--- src/rtl/terrain_pkg.sv ---
// Shared terrain geometry, column/coordinate types and the crater writer state set.
package terrain_pkg;

    localparam int unsigned SCREEN_W = 640;
    localparam int unsigned COL_H    = 480;
    localparam int unsigned X_W      = 10;
    localparam int unsigned Y_W      = 9;

    typedef logic [COL_H-1:0] column_t;
    typedef logic [X_W-1:0]   xcoord_t;
    typedef logic [Y_W-1:0]   ycoord_t;

    typedef enum logic [2:0] {
        ST_IDLE,
        ST_SETUP,
        ST_HCALC,
        ST_WAIT_WIN,
        ST_READ,
        ST_WRITE,
        ST_NEXT,
        ST_DONE
    } crater_state_t;

endpackage

--- src/rtl/crater_mask_gen.sv ---
// Combinational vertical clear mask: bits cy-h..cy+h set, clipped to the column.
module crater_mask_gen
    import terrain_pkg::*;
#(
    parameter int unsigned R_W = 5
) (
    input  logic [Y_W-1:0] cy_i,
    input  logic [R_W-1:0] h_i,
    output column_t        mask_o
);

    logic signed [9:0] lo_s;
    logic signed [9:0] hi_s;
    int                lo_i;
    int                hi_i;

    always_comb begin
        // cy <= 479 and h <= 31 keep both ends inside signed 10-bit range
        lo_s = $signed({1'b0, cy_i}) - $signed(10'(h_i));
        hi_s = $signed({1'b0, cy_i}) + $signed(10'(h_i));
        lo_i = lo_s[9] ? 0 : int'(lo_s);
        hi_i = (hi_s > $signed(10'(COL_H - 1))) ? (int'(COL_H) - 1) : int'(hi_s);
        mask_o = '0;
        for (int unsigned i = 0; i < COL_H; i++) begin
            mask_o[i] = (int'(i) >= lo_i) && (int'(i) <= hi_i);
        end
    end

endmodule

--- src/rtl/terrain_crater_writer.sv ---
// Crater write master: per affected column computes the chord half-height, then
// read-modify-writes the terrain column only while the blanking window is open.
module terrain_crater_writer
    import terrain_pkg::*;
#(
    parameter int unsigned R_W = 5
) (
    input  logic           clk,
    input  logic           reset_n,
    input  logic           req_valid,
    output logic           req_ready,
    input  logic [X_W-1:0] req_x,
    input  logic [Y_W-1:0] req_y,
    input  logic [R_W-1:0] req_r,
    input  logic           wr_window,
    output logic [X_W-1:0] rd_addr,
    input  column_t        rd_data,
    output logic           wr_en,
    output logic [X_W-1:0] wr_addr,
    output column_t        wr_data,
    output logic           busy,
    output logic           done
);

    localparam int unsigned SQ_W = 2 * R_W;

    crater_state_t  state_q, state_d;
    xcoord_t        cx_q, cx_d;
    ycoord_t        cy_q, cy_d;
    logic [R_W-1:0] r_q, r_d;
    xcoord_t        x_q, x_d;
    xcoord_t        xend_q, xend_d;
    logic [R_W-1:0] h_q, h_d;
    xcoord_t        rd_addr_q, rd_addr_d;

    logic signed [10:0] xlo_s;
    logic signed [10:0] xhi_s;
    xcoord_t            x_start;
    xcoord_t            x_stop;
    xcoord_t            dx;
    logic [SQ_W-1:0]    r_sq;
    logic [SQ_W-1:0]    dx_sq;
    logic [SQ_W-1:0]    h_sq;
    logic [SQ_W-1:0]    t_rem;
    column_t            mask;
    logic               wr_fire;

    crater_mask_gen #(
        .R_W (R_W)
    ) u_mask (
        .cy_i   (cy_q),
        .h_i    (h_q),
        .mask_o (mask)
    );

    always_comb begin
        xlo_s   = $signed({1'b0, cx_q}) - $signed(11'(r_q));
        xhi_s   = $signed({1'b0, cx_q}) + $signed(11'(r_q));
        x_start = xlo_s[10] ? '0 : xlo_s[9:0];
        x_stop  = (xhi_s > $signed(11'(SCREEN_W - 1))) ? X_W'(SCREEN_W - 1) : xhi_s[9:0];
        dx      = (x_q >= cx_q) ? (x_q - cx_q) : (cx_q - x_q);
        r_sq    = SQ_W'(r_q) * SQ_W'(r_q);
        dx_sq   = SQ_W'(dx) * SQ_W'(dx);
        h_sq    = SQ_W'(h_q) * SQ_W'(h_q);
        // dx never exceeds r, so the remainder cannot go negative
        t_rem   = r_sq - dx_sq;
    end

    always_comb begin
        state_d   = state_q;
        cx_d      = cx_q;
        cy_d      = cy_q;
        r_d       = r_q;
        x_d       = x_q;
        xend_d    = xend_q;
        h_d       = h_q;
        rd_addr_d = rd_addr_q;
        wr_fire   = 1'b0;
        unique case (state_q)
            ST_IDLE: begin
                if (req_valid) begin
                    cx_d    = req_x;
                    cy_d    = req_y;
                    r_d     = req_r;
                    state_d = ST_SETUP;
                end
            end
            ST_SETUP: begin
                if ((cx_q >= X_W'(SCREEN_W)) || (cy_q >= Y_W'(COL_H))) begin
                    state_d = ST_DONE;
                end else begin
                    x_d     = x_start;
                    xend_d  = x_stop;
                    h_d     = r_q;
                    state_d = ST_HCALC;
                end
            end
            ST_HCALC: begin
                // walk h down from r until h*h <= t, i.e. h = floor(sqrt(t))
                if (h_sq > t_rem) begin
                    h_d = h_q - 1'b1;
                end else begin
                    state_d = ST_WAIT_WIN;
                end
            end
            ST_WAIT_WIN: begin
                if (wr_window) begin
                    rd_addr_d = x_q;
                    state_d   = ST_READ;
                end
            end
            ST_READ: begin
                state_d = wr_window ? ST_WRITE : ST_WAIT_WIN;
            end
            ST_WRITE: begin
                if (wr_window) begin
                    wr_fire = 1'b1;
                    state_d = ST_NEXT;
                end else begin
                    state_d = ST_WAIT_WIN;
                end
            end
            ST_NEXT: begin
                if (x_q == xend_q) begin
                    state_d = ST_DONE;
                end else begin
                    x_d     = x_q + 1'b1;
                    h_d     = r_q;
                    state_d = ST_HCALC;
                end
            end
            ST_DONE: begin
                state_d = ST_IDLE;
            end
            default: begin
                state_d = ST_IDLE;
            end
        endcase
    end

    always_ff @(posedge clk or negedge reset_n) begin
        if (!reset_n) begin
            state_q   <= ST_IDLE;
            cx_q      <= '0;
            cy_q      <= '0;
            r_q       <= '0;
            x_q       <= '0;
            xend_q    <= '0;
            h_q       <= '0;
            rd_addr_q <= '0;
        end else begin
            state_q   <= state_d;
            cx_q      <= cx_d;
            cy_q      <= cy_d;
            r_q       <= r_d;
            x_q       <= x_d;
            xend_q    <= xend_d;
            h_q       <= h_d;
            rd_addr_q <= rd_addr_d;
        end
    end

    assign req_ready = (state_q == ST_IDLE);
    assign busy      = (state_q != ST_IDLE);
    assign done      = (state_q == ST_DONE);
    assign rd_addr   = rd_addr_q;
    assign wr_en     = wr_fire;
    assign wr_addr   = wr_fire ? x_q : '0;
    assign wr_data   = wr_fire ? (rd_data & ~mask) : '0;

endmodule

--- config.mk ---
export PLATFORM = sky130hd
export DESIGN_NAME = terrain_crater_writer
export DESIGN_NICKNAME = d
export VERILOG_FILES = /design/src/rtl/terrain_pkg.sv /design/src/rtl/crater_mask_gen.sv /design/src/rtl/terrain_crater_writer.sv
export SDC_FILE = /design/constraint.sdc
export NUM_CORES = 1
export LEC_CHECK = 0
export ABC_AREA = 0
export BUFFER_PORTS_ARGS = -buffer_cell sky130_fd_sc_hd__clkbuf_2
export CELL_PAD_IN_SITES_DETAIL_PLACEMENT = 0
export CELL_PAD_IN_SITES_GLOBAL_PLACEMENT = 1
export CORE_AREA = 10 10 386 388
export CTS_CLUSTER_DIAMETER = 40
export DETAILED_ROUTE_END_ITERATION = 8
export DIE_AREA = 0 0 396 398
export PLACE_DENSITY_LB_ADDON = 0.1
export SKIP_CTS_REPAIR_TIMING = 1
export SYNTH_ARGS = -nofsm -noshare
export SYNTH_HDL_FRONTEND = slang
export SYNTH_SLANG_ARGS = --single-unit
--- constraint.sdc ---
create_clock -name clk -period 8.5 [get_ports clk]
set_input_delay 1.275 -clock clk [delete_from_list [all_inputs] [get_ports clk]]
set_output_delay 1.275 -clock clk [all_outputs]
set_load 0.03 [all_outputs]
; ---- Word-level counts from Yosys, hierarchy flattened
; Index checks and enable logic that the tools add are counted.
[totals]
ff_bits = 62
latchBits = 0
ramBits = 0
romBits = 0
input_bits = 508
mem_count = 0
[classes]
n_addsub = 9
n_mul = 3
div_mod_pow = 0
order_cmp = 966
n_eq_ne = 14
shift = 0
mux = 24
bitwise_logic = 3
n_reduce_logical = 491
[ops]
columns = cell, n
row1 = "10-bit by 32-bit greater-or-equal comparator with 1-bit output, first input constant", 224
row2 = "10-bit by 32-bit less-or-equal comparator with 1-bit output, first input constant", 224
row3 = "9-bit by 32-bit greater-or-equal comparator with 1-bit output, first input constant", 128
row4 = "9-bit by 32-bit less-or-equal comparator with 1-bit output, first input constant", 128
row5 = "8-bit by 32-bit greater-or-equal comparator with 1-bit output, first input constant", 64
row6 = "8-bit by 32-bit less-or-equal comparator with 1-bit output, first input constant", 64
row7 = "7-bit by 32-bit greater-or-equal comparator with 1-bit output, first input constant", 32
row8 = "7-bit by 32-bit less-or-equal comparator with 1-bit output, first input constant", 32
row9 = "6-bit by 32-bit greater-or-equal comparator with 1-bit output, first input constant", 16
row10 = "6-bit by 32-bit less-or-equal comparator with 1-bit output, first input constant", 16
row11 = 480-bit bitwise AND, 1
row12 = 1-bit logical AND, 480
row13 = 480-bit 2-to-1 mux, 1
row14 = 480-bit inverter, 1
row15 = "5-bit by 32-bit greater-or-equal comparator with 1-bit output, first input constant", 8
row16 = "5-bit by 32-bit less-or-equal comparator with 1-bit output, first input constant", 8
row17 = "4-bit by 32-bit greater-or-equal comparator with 1-bit output, first input constant", 4
row18 = "4-bit by 32-bit less-or-equal comparator with 1-bit output, first input constant", 4
row19 = "3-bit by 32-bit greater-or-equal comparator with 1-bit output, first input constant", 2
row20 = "3-bit by 32-bit less-or-equal comparator with 1-bit output, first input constant", 2
row21 = 10-bit 2-to-1 mux, 6
row22 = "1-bit by 32-bit greater-or-equal comparator with 1-bit output, first input constant", 1
row23 = "2-bit by 32-bit greater-or-equal comparator with 1-bit output, first input constant", 1
row24 = "1-bit by 32-bit less-or-equal comparator with 1-bit output, first input constant", 1
row25 = 37 further kinds, 62

; ---- Depth between registers and ports, before layout
[depth]
depth_word = 8
ltp_mapped = 40
depth_no_buf = 40

; ---- Hierarchy
; Synthesis repeated with hierarchy kept, for this count alone.
[unflattened]
cells_unflattened = 3219
area_unflattened_um2 = 21325.5
[modules_own_cells]
columns = module, n_inst, cells_per_inst, area_each_um2, seq_area_each_um2
row1 = terrain_crater_writer, 1, 1348, 10806.6, 1551.5
row2 = crater_mask_gen, 1, 1871, 10518.8, 0.0

; ---- Least setup slack after synthesis
; No wires, ideal clock.
[synth_path]
path_type = flip-flop to flip-flop
from = register cx_q[5]
to = register h_q[1]
setup_time_ns = 0.083
t_arrival_ns = 8.641
required_ns = 8.417
path_slack_ns = -0.224
stages_incl_launch_ff = 39
synth_period_minus_slack_ns = 8.724
path_cell_list = dfrtp_1 > clkbuf_1 > inv_1 > ha_1 > clkbuf_1 > nand2_1 > nor4_1 > nor2_1 > a221oi_1 > o22ai_1 > a221oi_1 > xnor2_1 > nand2_1 > fa_1 > inv_1 > fa_1 > fa_1 > inv_1 > (+3 left out) > fa_1 > inv_1 > ha_1 > a21oi_1 > nor2_1 > nor2_1 > o21bai_1 > a21oi_1 > xnor2_1 > ha_1 > and4_1 > nand3_1 > o221ai_1 > o211ai_1 > a21oi_1 > nor2_1 > o211ai_1 > o21ai_0
[synth_via]
elab_chain_cells = 7
[synth_rtl]
columns = item, line_no
row1 = start: declaration, terrain_crater_writer.sv:28  ; xcoord_t cx_q, cx_d;
row2 = start signal: assignment, terrain_crater_writer.sv:144  ; cx_q <= '0;
row3 = start signal: assignment, terrain_crater_writer.sv:153  ; cx_q <= cx_d;
row4 = 10-bit subtractor / 10-bit greater-or-equal comparator (equally long branches), terrain_crater_writer.sv:61  ; dx = (x_q >= cx_q) ? (x_q - cx_q) : (cx_q - x_q);
row5 = 10-bit 2-to-1 mux, terrain_crater_writer.sv:61
row6 = 10-bit by 10-bit multiplier with 10-bit output, terrain_crater_writer.sv:63  ; dx_sq = SQ_W'(dx) * SQ_W'(dx);
row7 = 10-bit subtractor, terrain_crater_writer.sv:66  ; t_rem = r_sq - dx_sq;
row8 = 10-bit > comparator, terrain_crater_writer.sv:100  ; if (h_sq > t_rem) begin
row9 = 2-bit != test (no line), -
row10 = 4-bit AND reduction (no line) (*), -
row11 = end signal: assignment, terrain_crater_writer.sv:149  ; h_q <= '0;
row12 = end signal: assignment, terrain_crater_writer.sv:158  ; h_q <= h_d;
row13 = end: declaration, terrain_crater_writer.sv:33  ; logic [R_W-1:0] h_q, h_d;
; Every way passes the cells marked *; elsewhere a longest branch is shown, timed or not.
; A chain may end at the register's enable or synchronous reset.

; ---- Final worst setup path
[layout_path]
from = register x_q[0]
to = register h_q[0]
[layout_via]
elab_chain_cells = 7
[layout_rtl]
columns = item, line_no
row1 = start: declaration, terrain_crater_writer.sv:31  ; xcoord_t x_q, x_d;
row2 = start signal: assignment, terrain_crater_writer.sv:147  ; x_q <= '0;
row3 = start signal: assignment, terrain_crater_writer.sv:156  ; x_q <= x_d;
row4 = 10-bit subtractor / 10-bit greater-or-equal comparator (equally long branches), terrain_crater_writer.sv:61
row5 = 10-bit 2-to-1 mux, terrain_crater_writer.sv:61
row6 = 10-bit by 10-bit multiplier with 10-bit output, terrain_crater_writer.sv:63
row7 = 10-bit subtractor, terrain_crater_writer.sv:66
row8 = 10-bit > comparator, terrain_crater_writer.sv:100
row9 = 2-bit != test (no line), -
row10 = 4-bit AND reduction (no line) (*), -
; Marked as above.

==> impl_metrics.csv <==
group,metric,value,unit
sta,worst_slew_pin_slew,1.47,ns
clock_tree,cts_max_level,3,
grt,antenna_found_initial,78,
synth,synth_top_flop_cell,"sky130_fd_sc_hd__dfrtp_1",
grt,first_global_vias,36400,
synth,synth_async_sr_flop_share,100,%
synth,syn_avg_cell_area,6.24,µm²
clock_tree,cts_sinks,62,
sta,fin_worst_skew,0.0152,ns
setup_path,crit_top_cell,"sky130_fd_sc_hd__fa_1",
die,floorplan.die_area,0.158,mm²
sta,finalWorstPathRequiredPeriod,8.31,ns
setup_path,critical_path.n_buffers_inverters,7,
sta,final-max-slew-violation-count,0,
drt,detail_route.vias_per_cell,5.94,
sta,layout_worst_path_cycle_share,97.8,%
grt,grt_pass1_wl,391000,µm
grt,grt.total_usage,36.7,%
drt,number_of_drc_markers_in_iteration_0,5449,
drt,wire_per_inst,48.5,µm
synth,netlist_instances,3407,
drt,routed_antenna_nets,0,
clock_tree,clockRootBuffer,"sky130_fd_sc_hd__clkbuf_16",
clock_tree,tritoncts,"yes",
status,run_status,"finished, violations left",
setup_path,r2r-start,"x_q[0]",
drt,dr_total_vias,38000,
sta,finalHoldViolCount,0,
die,design.portCount,1012,
run,maxCapViolations,1,
drt,drtPass1Iterations,7,
setup_path,timing.critical_path.to,"h_q[0]",
drt,wirelength,310000,µm
setup_path,critical_register_to_register_path_endpoint,"h_q[0]",
synth,synth_sequential_area_ratio,7.29,%
synth,netlist-cell-type-count,88,
synth,ys.warnings.count,0,
setup_path,startpoint_of_the_worst_setup_timing_path,"x_q[0]",
setup_path,critical_path.top_delay_family,"adder cells",
worst_hold_path,hold-path-cell-count,2,
setup_path,path_depth,38,
sta,rsz_0062_raised_after_global_routing,"yes",
grt,grt_remaining_overflow,0,
clock_tree,cts_buffer_depth,2,
synth,synth-seq-cells,62,
worst_hold_path,worst_min_delay_path_class,"flip-flop to flip-flop",
setup_path,worstPathArrival,8.60,ns
status,failing_checks,"max-capacitance violations",
setup_path,critPathCaptureType,"flip-flop",
synth,synth-edff-count,0,
cells_and_area,num-fill-cells,16700,
sta,slew_headroom,1.46,%
sta,max_clock_freq,120,MHz
sta,timing.final.setup_violations,0,
setup_path,criticalPathCategory,"flip-flop to flip-flop",
setup_path,r2r_setup_slack,0.19,ns
synth,synth.cell_area,0.0213,mm²
cells_and_area,area_growth,46.4,%
die,die_y,398,µm
setup_path,critical_path.startpoint_type,"flip-flop",
clock_tree,worst_skew_pair.late_latency,0.37,ns
cells_and_area,design_area,0.0311,mm²
setup_path,worst-path-max-fanout,3,
placement,place.detailed.hpwl,254000,µm
drt,drcViolationCount,0,
die,core,0.141,mm²
placement,placement.cell_area,0.0304,mm²
setup_path,cp_data_required_time,8.79,ns
clock_tree,cts_made_buffers,9,
grt,grt_start_max_net_pins,140,
placement,globalplace.congestion,1.02,
setup_path,timing.critical_path.slowest_stage_cell,"sky130_fd_sc_hd__or4_1",
cells_and_area,final_net_count,5109,
die,floorplan.initialDensity,15.1,%
die,floorplan.rows,138,
placement,numPortBuffers,1011,
setup_path,critical_path.max_stage_delay,0.54,ns
cells_and_area,fraction_of_final_layout_cells_with_drive_strength_greater_than_1,34.4,%
setup_path,worst_r2r_path_depth,38,
clock_tree,clkTransAtPathRegs,0.07,ns
synth,syn_nets,4058,
die,die_width,396,µm
## tightest hold or removal path: cells and delay by family (launching register included)
kind / cells / cell delay [ns]
compound gates: 1 / 0.06
flops: 1 / 0.35
simple gates: 1 / 0.05
## cell usage after synthesis (10+ instances only)
cell,instances,area share (%)
sky130_fd_sc_hd__a21oi_1,510,12
sky130_fd_sc_hd__nand2_1,498,8.8
sky130_fd_sc_hd__o21ai_0,301,7.1
sky130_fd_sc_hd__nor2_1,288,5.1
sky130_fd_sc_hd__clkbuf_1,247,4.4
sky130_fd_sc_hd__o311a_1,160,7.5
sky130_fd_sc_hd__a31oi_1,139,4.1
sky130_fd_sc_hd__inv_1,127,2.2
sky130_fd_sc_hd__ha_1,97,5.7
sky130_fd_sc_hd__nand3_1,82,1.9
sky130_fd_sc_hd__and3_1,66,1.9
sky130_fd_sc_hd__dfrtp_1,62,7.3
sky130_fd_sc_hd__nor3_1,55,1.3
sky130_fd_sc_hd__xnor2_1,49,2.0
sky130_fd_sc_hd__fa_1,46,4.3
sky130_fd_sc_hd__o22ai_1,42,1.2
sky130_fd_sc_hd__o221ai_1,38,1.6
sky130_fd_sc_hd__o211ai_1,36,1.3
sky130_fd_sc_hd__buf_2,32,0.75
sky130_fd_sc_hd__and2_1,30,0.88
sky130_fd_sc_hd__o211a_1,29,1.4
sky130_fd_sc_hd__a211oi_1,27,0.95
sky130_fd_sc_hd__nand4_1,25,0.74
sky130_fd_sc_hd__o21a_1,25,0.88
sky130_fd_sc_hd__a21o_1,24,0.85
sky130_fd_sc_hd__buf_1,23,0.41
sky130_fd_sc_hd__nor4_1,22,0.65
sky130_fd_sc_hd__o21ai_1,22,0.52
sky130_fd_sc_hd__a221oi_1,19,0.78
sky130_fd_sc_hd__nand2b_1,19,0.56
sky130_fd_sc_hd__or3_1,16,0.47
sky130_fd_sc_hd__xor2_1,15,0.62
sky130_fd_sc_hd__or2_2,14,0.41
sky130_fd_sc_hd__nor2b_1,13,0.38
sky130_fd_sc_hd__o31ai_1,13,0.46
sky130_fd_sc_hd__o2111ai_1,12,0.49
sky130_fd_sc_hd__a41oi_1,11,0.45
sky130_fd_sc_hd__mux2_2,10,0.53
sky130_fd_sc_hd__o2bb2ai_1,10,0.41
## sequential cells by signal, indices dropped and copies added, names as in the netlist
| register | count |
|---|---|
| r_q | 5 |
| xend_q | 10 |
| h_q | 5 |
| cy_q | 9 |
| cx_q | 10 |
| state_q | 3 |
| x_q | 10 |
| rd_addr | 10 |
## logic make-up (layout without fill, tap and decap cells)
family	after synthesis	in the layout	share of synthesized area [%]
simple gates	1158	1158	24.4
flops	62	62	7.29
other cells	0	43	0
xor+xnor	64	64	2.64
buf+inv	434	1490	7.89
mux	18	18	0.906
fa+ha+maj	143	143	10.0
compound gates	1528	1528	46.8
## how the worst min path moves through the flow
stage / startpoint / end / slack (ns)
2_1_floorplan: xend_q[7] / xend_q[7] / 0.48
3_3_place_gp: rd_addr[8] / rd_addr[8] / 0.47
3_5_place_dp: rd_addr[5] / rd_addr[5] / 0.47
4_1_cts: rd_addr[6] / rd_addr[6] / 0.49
5_1_grt: rd_addr[6] / rd_addr[6] / 0.51
6_report: rd_addr[8] / rd_addr[8] / 0.49
## layout make-up
class	instances	area, µm²	share of cell area (%)
Antenna cell	43	108	0.346
Clock buffer	10	229	0.735
Clock inverter	6	86.3	0.277
Inverter	130	490	1.58
Multi-Input combinational cell	2911	18700	60.1
Sequential cell	62	1550	4.99
Tap cell	1890	2360	7.59
Timing Repair Buffer	1344	7590	24.4
## per-stage QoR
step,utilization [%],hold slack [ns],std cells,worst slack [ns],setup TNS (ns)
2_1_floorplan,-,0.483,3407,0.000611,0
3_3_place_gp,21.6,0.467,6327,-0.463,-2.34
3_5_place_dp,21.6,0.471,6327,-0.482,-2.39
4_1_cts,21.8,0.490,6343,-0.504,-2.51
5_1_grt,22.0,0.510,6373,-0.289,-0.979
6_report,22.1,0.489,6396,0.189,0
## routing by layer
| metal | vias to the layer above | track usage [%] | part of all wire (%) |
|---|---|---|---|
| li1 | 15000 | - | - |
| met1 | 19300 | 46.7 | 41 |
| met2 | 3041 | 54.0 | 42 |
| met3 | 665 | 14.9 | 12 |
| met4 | 43 | 16.1 | 5.2 |
| met5 | - | 0 | 0.10 |
## placed cells by master, fill, tap and decap left out, drive strengths merged, types with 37 or more instances in the layout
cell type and instances:
clkbuf 1020, a21oi 517, nand2 498, buf 334
o21ai 323, nor2 289, o311a 160, a31oi 139
inv 129, ha 97, nand3 82, and3 66
nor3 64, dfrtp 62, xnor2 49, fa 46
diode 43, o22ai 42, o221ai 38, o211ai 37
Power is not shown: default switching activity piles up to over one toggle a cycle in this logic, so the estimate is an artifact.
